--- src/rtl/highway_road_controller.sv ---
// -----------------------------------------------------------------------------
// highway_road_controller
//
// Highway side of the highway / country-road traffic light pair. It waits in
// RED until the country controller hands over with enable_h, holds green for a
// minimum number of tick pulses, then stays green until a country-road car has
// been seen. It then runs a timed yellow and returns control with a one-cycle
// enable_c pulse on the first red cycle.
//
// Ports:
//   clk          system clock, rising edge
//   rst          synchronous reset, active-high
//   tick         timebase enable for the phase counter
//   car_c        country-road vehicle sensor (level)
//   enable_h     one-cycle pulse: country is red, highway may go green
//   enable_c     one-cycle pulse: highway is red, country may go green
//   light_h      highway lamp, one-hot: 001 red, 010 yellow, 100 green
//   protocol_err sticky flag: enable_h arrived while the highway was not red
// -----------------------------------------------------------------------------
module highway_road_controller #(
  parameter int MIN_GREEN   = 25,
  parameter int YELLOW_TIME = 4,
  parameter int CNT_W       = 8
) (
  input  logic       clk,
  input  logic       rst,
  input  logic       tick,
  input  logic       car_c,
  input  logic       enable_h,
  output logic       enable_c,
  output logic [2:0] light_h,
  output logic       protocol_err
);

  typedef enum logic [1:0] {
    RED        = 2'd0,
    GREEN_MIN  = 2'd1,
    GREEN_HOLD = 2'd2,
    YELLOW     = 2'd3
  } state_t;

  localparam logic [CNT_W-1:0] MIN_LAST    = CNT_W'(MIN_GREEN - 1);
  localparam logic [CNT_W-1:0] YELLOW_LAST = CNT_W'(YELLOW_TIME - 1);

  state_t           state;
  state_t           state_nxt;
  logic [CNT_W-1:0] cnt;
  logic             car_req;
  logic             min_done;
  logic             yellow_done;
  logic             in_green;

  assign min_done    = tick && (cnt == MIN_LAST);
  assign yellow_done = tick && (cnt == YELLOW_LAST);
  assign in_green    = (state == GREEN_MIN) || (state == GREEN_HOLD);

  // State register
  always_ff @(posedge clk) begin
    if (rst) begin
      state <= RED;
    end else begin
      state <= state_nxt;
    end
  end

  // Next-state logic; car_c is deliberately ignored while red
  always_comb begin
    state_nxt = state;
    case (state)
      RED:        if (enable_h)          state_nxt = GREEN_MIN;
      GREEN_MIN:  if (min_done)          state_nxt = GREEN_HOLD;
      GREEN_HOLD: if (car_req || car_c)  state_nxt = YELLOW;
      YELLOW:     if (yellow_done)       state_nxt = RED;
      default:                           state_nxt = RED;
    endcase
  end

  // Phase counter, car latch, handshake and error flag
  always_ff @(posedge clk) begin
    if (rst) begin
      cnt          <= '0;
      car_req      <= 1'b0;
      enable_c     <= 1'b0;
      protocol_err <= 1'b0;
    end else begin
      // Every state change restarts the phase count; the terminal compare
      // ends the phase before the counter could wrap.
      if (state_nxt != state) begin
        cnt <= '0;
      end else if (tick && ((state == GREEN_MIN) || (state == YELLOW))) begin
        cnt <= cnt + CNT_W'(1);
      end

      // Clearing on yellow entry takes precedence over a car seen that cycle.
      if ((state == GREEN_HOLD) && (state_nxt == YELLOW)) begin
        car_req <= 1'b0;
      end else if (in_green && car_c) begin
        car_req <= 1'b1;
      end

      enable_c <= (state == YELLOW) && yellow_done;

      // A stray enable_h is only flagged; it does not disturb the phase.
      if (enable_h && (state != RED)) begin
        protocol_err <= 1'b1;
      end
    end
  end

  // Moore lamp decode
  always_comb begin
    light_h = 3'b001;
    case (state)
      RED:        light_h = 3'b001;
      GREEN_MIN:  light_h = 3'b100;
      GREEN_HOLD: light_h = 3'b100;
      YELLOW:     light_h = 3'b010;
      default:    light_h = 3'b001;
    endcase
  end

endmodule

--- config.mk ---
export PLATFORM = sky130hd
export DESIGN_NAME = highway_road_controller
export DESIGN_NICKNAME = d
export VERILOG_FILES = /design/src/rtl/highway_road_controller.sv
export SDC_FILE = /design/constraint.sdc
export NUM_CORES = 1
export LEC_CHECK = 0
export CORE_MARGIN = 2
export CORE_UTILIZATION = 52
export CTS_CLUSTER_SIZE = 14
export DETAILED_ROUTE_END_ITERATION = 16
export GPL_ROUTABILITY_DRIVEN = 0
export PLACE_DENSITY = 0.73
export SYNTH_ARGS = -nofsm -noshare
export SYNTH_HDL_FRONTEND = slang
export SYNTH_SLANG_ARGS = --single-unit
export TNS_END_PERCENT = 1
--- constraint.sdc ---
create_clock -name clk -period 2 [get_ports clk]
set_input_delay 0.3 -clock clk [delete_from_list [all_inputs] [get_ports clk]]
set_output_delay 0.3 -clock clk [all_outputs]
set_load 0.02 [all_outputs]
==> PnR_summary.wiki <==
{| class="wikitable"
! Metric !! Value
|-
| Core area || 1320 sq um
|-
| Final Slew Violations || 0
|-
| Drt initial violations || 25
|-
| Pre-CTS WS || -0.157 ns
|-
| Final Setup Violations || 0
|-
| TritonCTS sink count || 13
|-
| Clock share of power || 16.8%
|-
| HPWL Detailed || 1230 um
|-
| Total gr overflow || 0
|-
| Sequential fraction of design power || 31.6%
|-
| All-Layer GR Usage || 20.3%
|-
| Drt via density || 5.69
|-
| Max_slew headroom || 66.0%
|-
| Buffers on Ports || 9
|-
| Clock tree from TritonCTS || built
|-
| Tightest Pin Transition || 0.505 ns
|-
| Avg WL per Cell || 13.6 um
|-
| Height of the die || 41.8 um
|-
| Worst Skew || 0.00125 ns
|-
| Cell area power density || 1050 nW/um^2
|-
| Net switching power || 402 uW
|-
| Critical Path Source Type || flip-flop
|-
| Skew-Pair Late Insertion Delay || 0.27 ns
|-
| Worst hold margin || 0.483 ns
|-
| Leading cell types by count after synthesis || sky130_fd_sc_hd__dfxtp_1 (13), sky130_fd_sc_hd__nor3_1 (12), sky130_fd_sc_hd__inv_1 (7), sky130_fd_sc_hd__nor2_1 (7), sky130_fd_sc_hd__ha_1 (6)
|-
| Clk pin slew, worst setup/hold paths || 0.08 ns
|-
| Total wire length after detailed routing || 1640 um
|-
| Path category of the worst min-delay check || flip-flop to flip-flop
|-
| # rows || 13
|-
| Library cell with the largest summed area after synthesis || sky130_fd_sc_hd__dfxtp_1
|-
| Width of the die || 41.8 um
|-
| Required arrival time at the worst endpoint || 2.16 ns
|-
| Max VDD drop || 883 uV
|-
| TritonCTS Buffers || 3
|-
| DRC violations left || 0
|-
| Hold violation total from the final report || 0
|-
| Mean Syn Cell Area || 8.64 sq um
|-
| Yosys reg bits || 13
|-
| Syn Nets || 97
|-
| Post-layout worst setup margin || 0.0942 ns
|-
| Number of detailed-route iterations in the first pass || 4
|-
| H-tree levels || 1
|-
| Layout overhead on the synthesized area || 27.1%
|-
| Cell types with the largest area share after synthesis || sky130_fd_sc_hd__dfxtp_1 (35%), sky130_fd_sc_hd__ha_1 (10%), sky130_fd_sc_hd__nor3_1 (8.1%)
|-
| Final cycle utilization of the critical path || 95.3%
|-
| Via Count || 689
|-
| Synth Warn # || 0
|-
| Min cycle time layout || 1.91 ns
|-
| Critical path class || flip-flop to flip-flop
|-
| Post-route antenna net violation count || 0
|-
| P_int || 594 uW
|-
| Predominant post-synthesis flop cell || sky130_fd_sc_hd__dfxtp_1
|-
| Mapped Area || 743 sq um
|-
| Max Freq || 0.525 GHz
|-
| Number of maximum-capacitance constraint violations || 0
|-
| Result of the run || finished, final reports clean
|-
| Initial Util || 56.4%
|-
| Switching power share of the total || 40.3%
|-
| Number of I/O pins || 10
|-
| Wire length of the first global-routing pass || 2730 um
|-
| Initial antenna violation count || 0
|-
| Via count of the first global-routing pass || 634
|-
| Arr. time, crit path || 2.07 ns
|-
| Count of flip-flops with a built-in enable after synthesis || 0
|-
| Fraction of synthesized cell area taken by the top area cell type || 35.0%
|-
| Worst-path maximum fanout || 8
|-
| Total Negative Setup Slacks || 0 ns
|-
| Syn Inst Count || 86
|-
| Most frequent cell after synthesis || sky130_fd_sc_hd__dfxtp_1
|-
| Kind of capture point of the worst setup path || flip-flop
|-
| CTS hold repair buffers || 0
|-
| Net count reported at finish || 118
|-
| Share of synthesized registers carrying an async set or reset || 0%
|-
| Clock Tree Buf Depth || 2
|-
| PnR Total Power || 995 uW
|-
| Distinct cell type count after synthesis || 26
|-
| Largest net degree at the start of global routing || 9
|-
| Part of the power in combinational logic || 51.6%
|-
| Register area share after synthesis || 35.0%
|-
| Root Buffer Master || sky130_fd_sc_hd__clkbuf_4
|-
| Share of cells above drive strength 1 || 18.9%
|-
| Antenna diode count || 0
|-
| Overall die area || 1750 sq um
|-
| Leakage Power || 0.362 nW
|}
[routing by layer]
metal / part of all wire [%] / GRT usage [%] / wire (um)
met5: 0 / 0 / 0
met4: 1.7 / 9.03 / 28
met3: 3.2 / 3.04 / 52
met2: 47 / 32.5 / 774
met1: 48 / 26.7 / 789
[path summary, 6_finish.rpt]
check	start	end	depth (start not counted)	slack (ns)
hold / removal	protocol_err	protocol_err	2	0.48
setup / recovery	cnt[1]	cnt[7]	7	0.09
hold reg to reg	protocol_err	protocol_err	2	0.48
setup reg to reg	cnt[1]	cnt[7]	7	0.09
[power groups by stage]
| stage | logic [mW] | clock network, mW | registers (mW) |
|---|---|---|---|
| 2_1_floorplan | 0.313 | 0 | 0.321 |
| 3_3_place_gp | 0.511 | 0 | 0.318 |
| 3_5_place_dp | 0.516 | 0 | 0.319 |
| 4_1_cts | 0.506 | 0.174 | 0.314 |
| 5_1_grt | 0.565 | 0.179 | 0.321 |
| 6_report | 0.514 | 0.167 | 0.314 |
[critical path, stage by stage (launching register included)]
cell and delay, ns:
sky130_fd_sc_hd__dfxtp_1 0.37, sky130_fd_sc_hd__ha_1 0.20, sky130_fd_sc_hd__or4b_4 0.48, sky130_fd_sc_hd__o21ai_2 0.19, sky130_fd_sc_hd__a21boi_0 0.16, sky130_fd_sc_hd__o21ai_2 0.15, sky130_fd_sc_hd__buf_4 0.18, sky130_fd_sc_hd__nor3_1 0.06
[cell type report]
class	count	area (sq um)
Sequential cell	13	262
Timing Repair Buffer	16	140
Tap cell	15	18.8
Multi-Input combinational cell	66	472
Clock buffer	4	26.3
Fill cell	117	373
Inverter	7	26.3
[flip-flops by register name (all words and copies together) (netlist names)]
name,count
cnt,8
car_req,1
state,2
protocol_err,1
enable_c,1
[placed cells by master (no fill, tap or decap)]
| master | count |
|---|---|
| sky130_fd_sc_hd__or2_2 | 2 |
| sky130_fd_sc_hd__or4b_1 | 1 |
| sky130_fd_sc_hd__nand3_2 | 1 |
| sky130_fd_sc_hd__a21boi_0 | 1 |
| sky130_fd_sc_hd__o21a_1 | 1 |
| sky130_fd_sc_hd__nor3_2 | 1 |
| sky130_fd_sc_hd__xnor2_1 | 5 |
| sky130_fd_sc_hd__nand4bb_1 | 1 |
| sky130_fd_sc_hd__ha_2 | 1 |
| sky130_fd_sc_hd__nor2_1 | 7 |
| sky130_fd_sc_hd__xor2_1 | 2 |
| sky130_fd_sc_hd__dfxtp_1 | 12 |
| sky130_fd_sc_hd__o41ai_1 | 1 |
| sky130_fd_sc_hd__clkbuf_4 | 3 |
| sky130_fd_sc_hd__o211a_1 | 1 |
| sky130_fd_sc_hd__clkdlybuf4s50_1 | 7 |
| sky130_fd_sc_hd__nor4_1 | 1 |
| sky130_fd_sc_hd__dlygate4sd2_1 | 2 |
| sky130_fd_sc_hd__o31ai_1 | 1 |
| sky130_fd_sc_hd__o21ai_0 | 5 |
| sky130_fd_sc_hd__nand2_1 | 4 |
| sky130_fd_sc_hd__nor3_1 | 11 |
| sky130_fd_sc_hd__ha_1 | 5 |
| sky130_fd_sc_hd__buf_4 | 7 |
| sky130_fd_sc_hd__nand4_1 | 1 |
| sky130_fd_sc_hd__nor3b_1 | 2 |
| sky130_fd_sc_hd__inv_1 | 7 |
| sky130_fd_sc_hd__o21ai_2 | 2 |
| sky130_fd_sc_hd__dfxtp_2 | 1 |
| sky130_fd_sc_hd__mux2i_4 | 1 |
| sky130_fd_sc_hd__or4b_4 | 1 |
| sky130_fd_sc_hd__a21oi_1 | 4 |
| sky130_fd_sc_hd__clkbuf_1 | 1 |
| sky130_fd_sc_hd__nand3_1 | 3 |
[cells by family (layout without fill, tap and decap cells)]
logic type	count (synthesis)	in the layout	synth area share, %
xor gates and xnor gates	7	7	8.25
muxes	1	1	3.03
AOI/OAI and AO/OA	16	16	13.5
DFF	13	13	35.0
adders and majority gates	6	6	10.1
and+or+nand+nor	36	36	26.6
buffers and inverters	7	27	3.54
[metrics by stage]
stage | utilization [%] | cell area, sq um | cells
3_5_place_dp | 68.7 | 905 | 117
4_1_cts | 70.8 | 932 | 121
6_report | 71.7 | 945 | 121
2_1_floorplan | - | 743 | 86
5_1_grt | 71.7 | 945 | 121
3_3_place_gp | 68.7 | 905 | 117
[what timing repair did]
item / in CTS / in global routing
buffers inserted: 0 / 0
endpoints found under the setup margin: 2 / 8
gates resized for setup: 4 / 3
cloned: 0 / 0
pin swaps: 0 / 0
(Power assumes the default switching activity.)
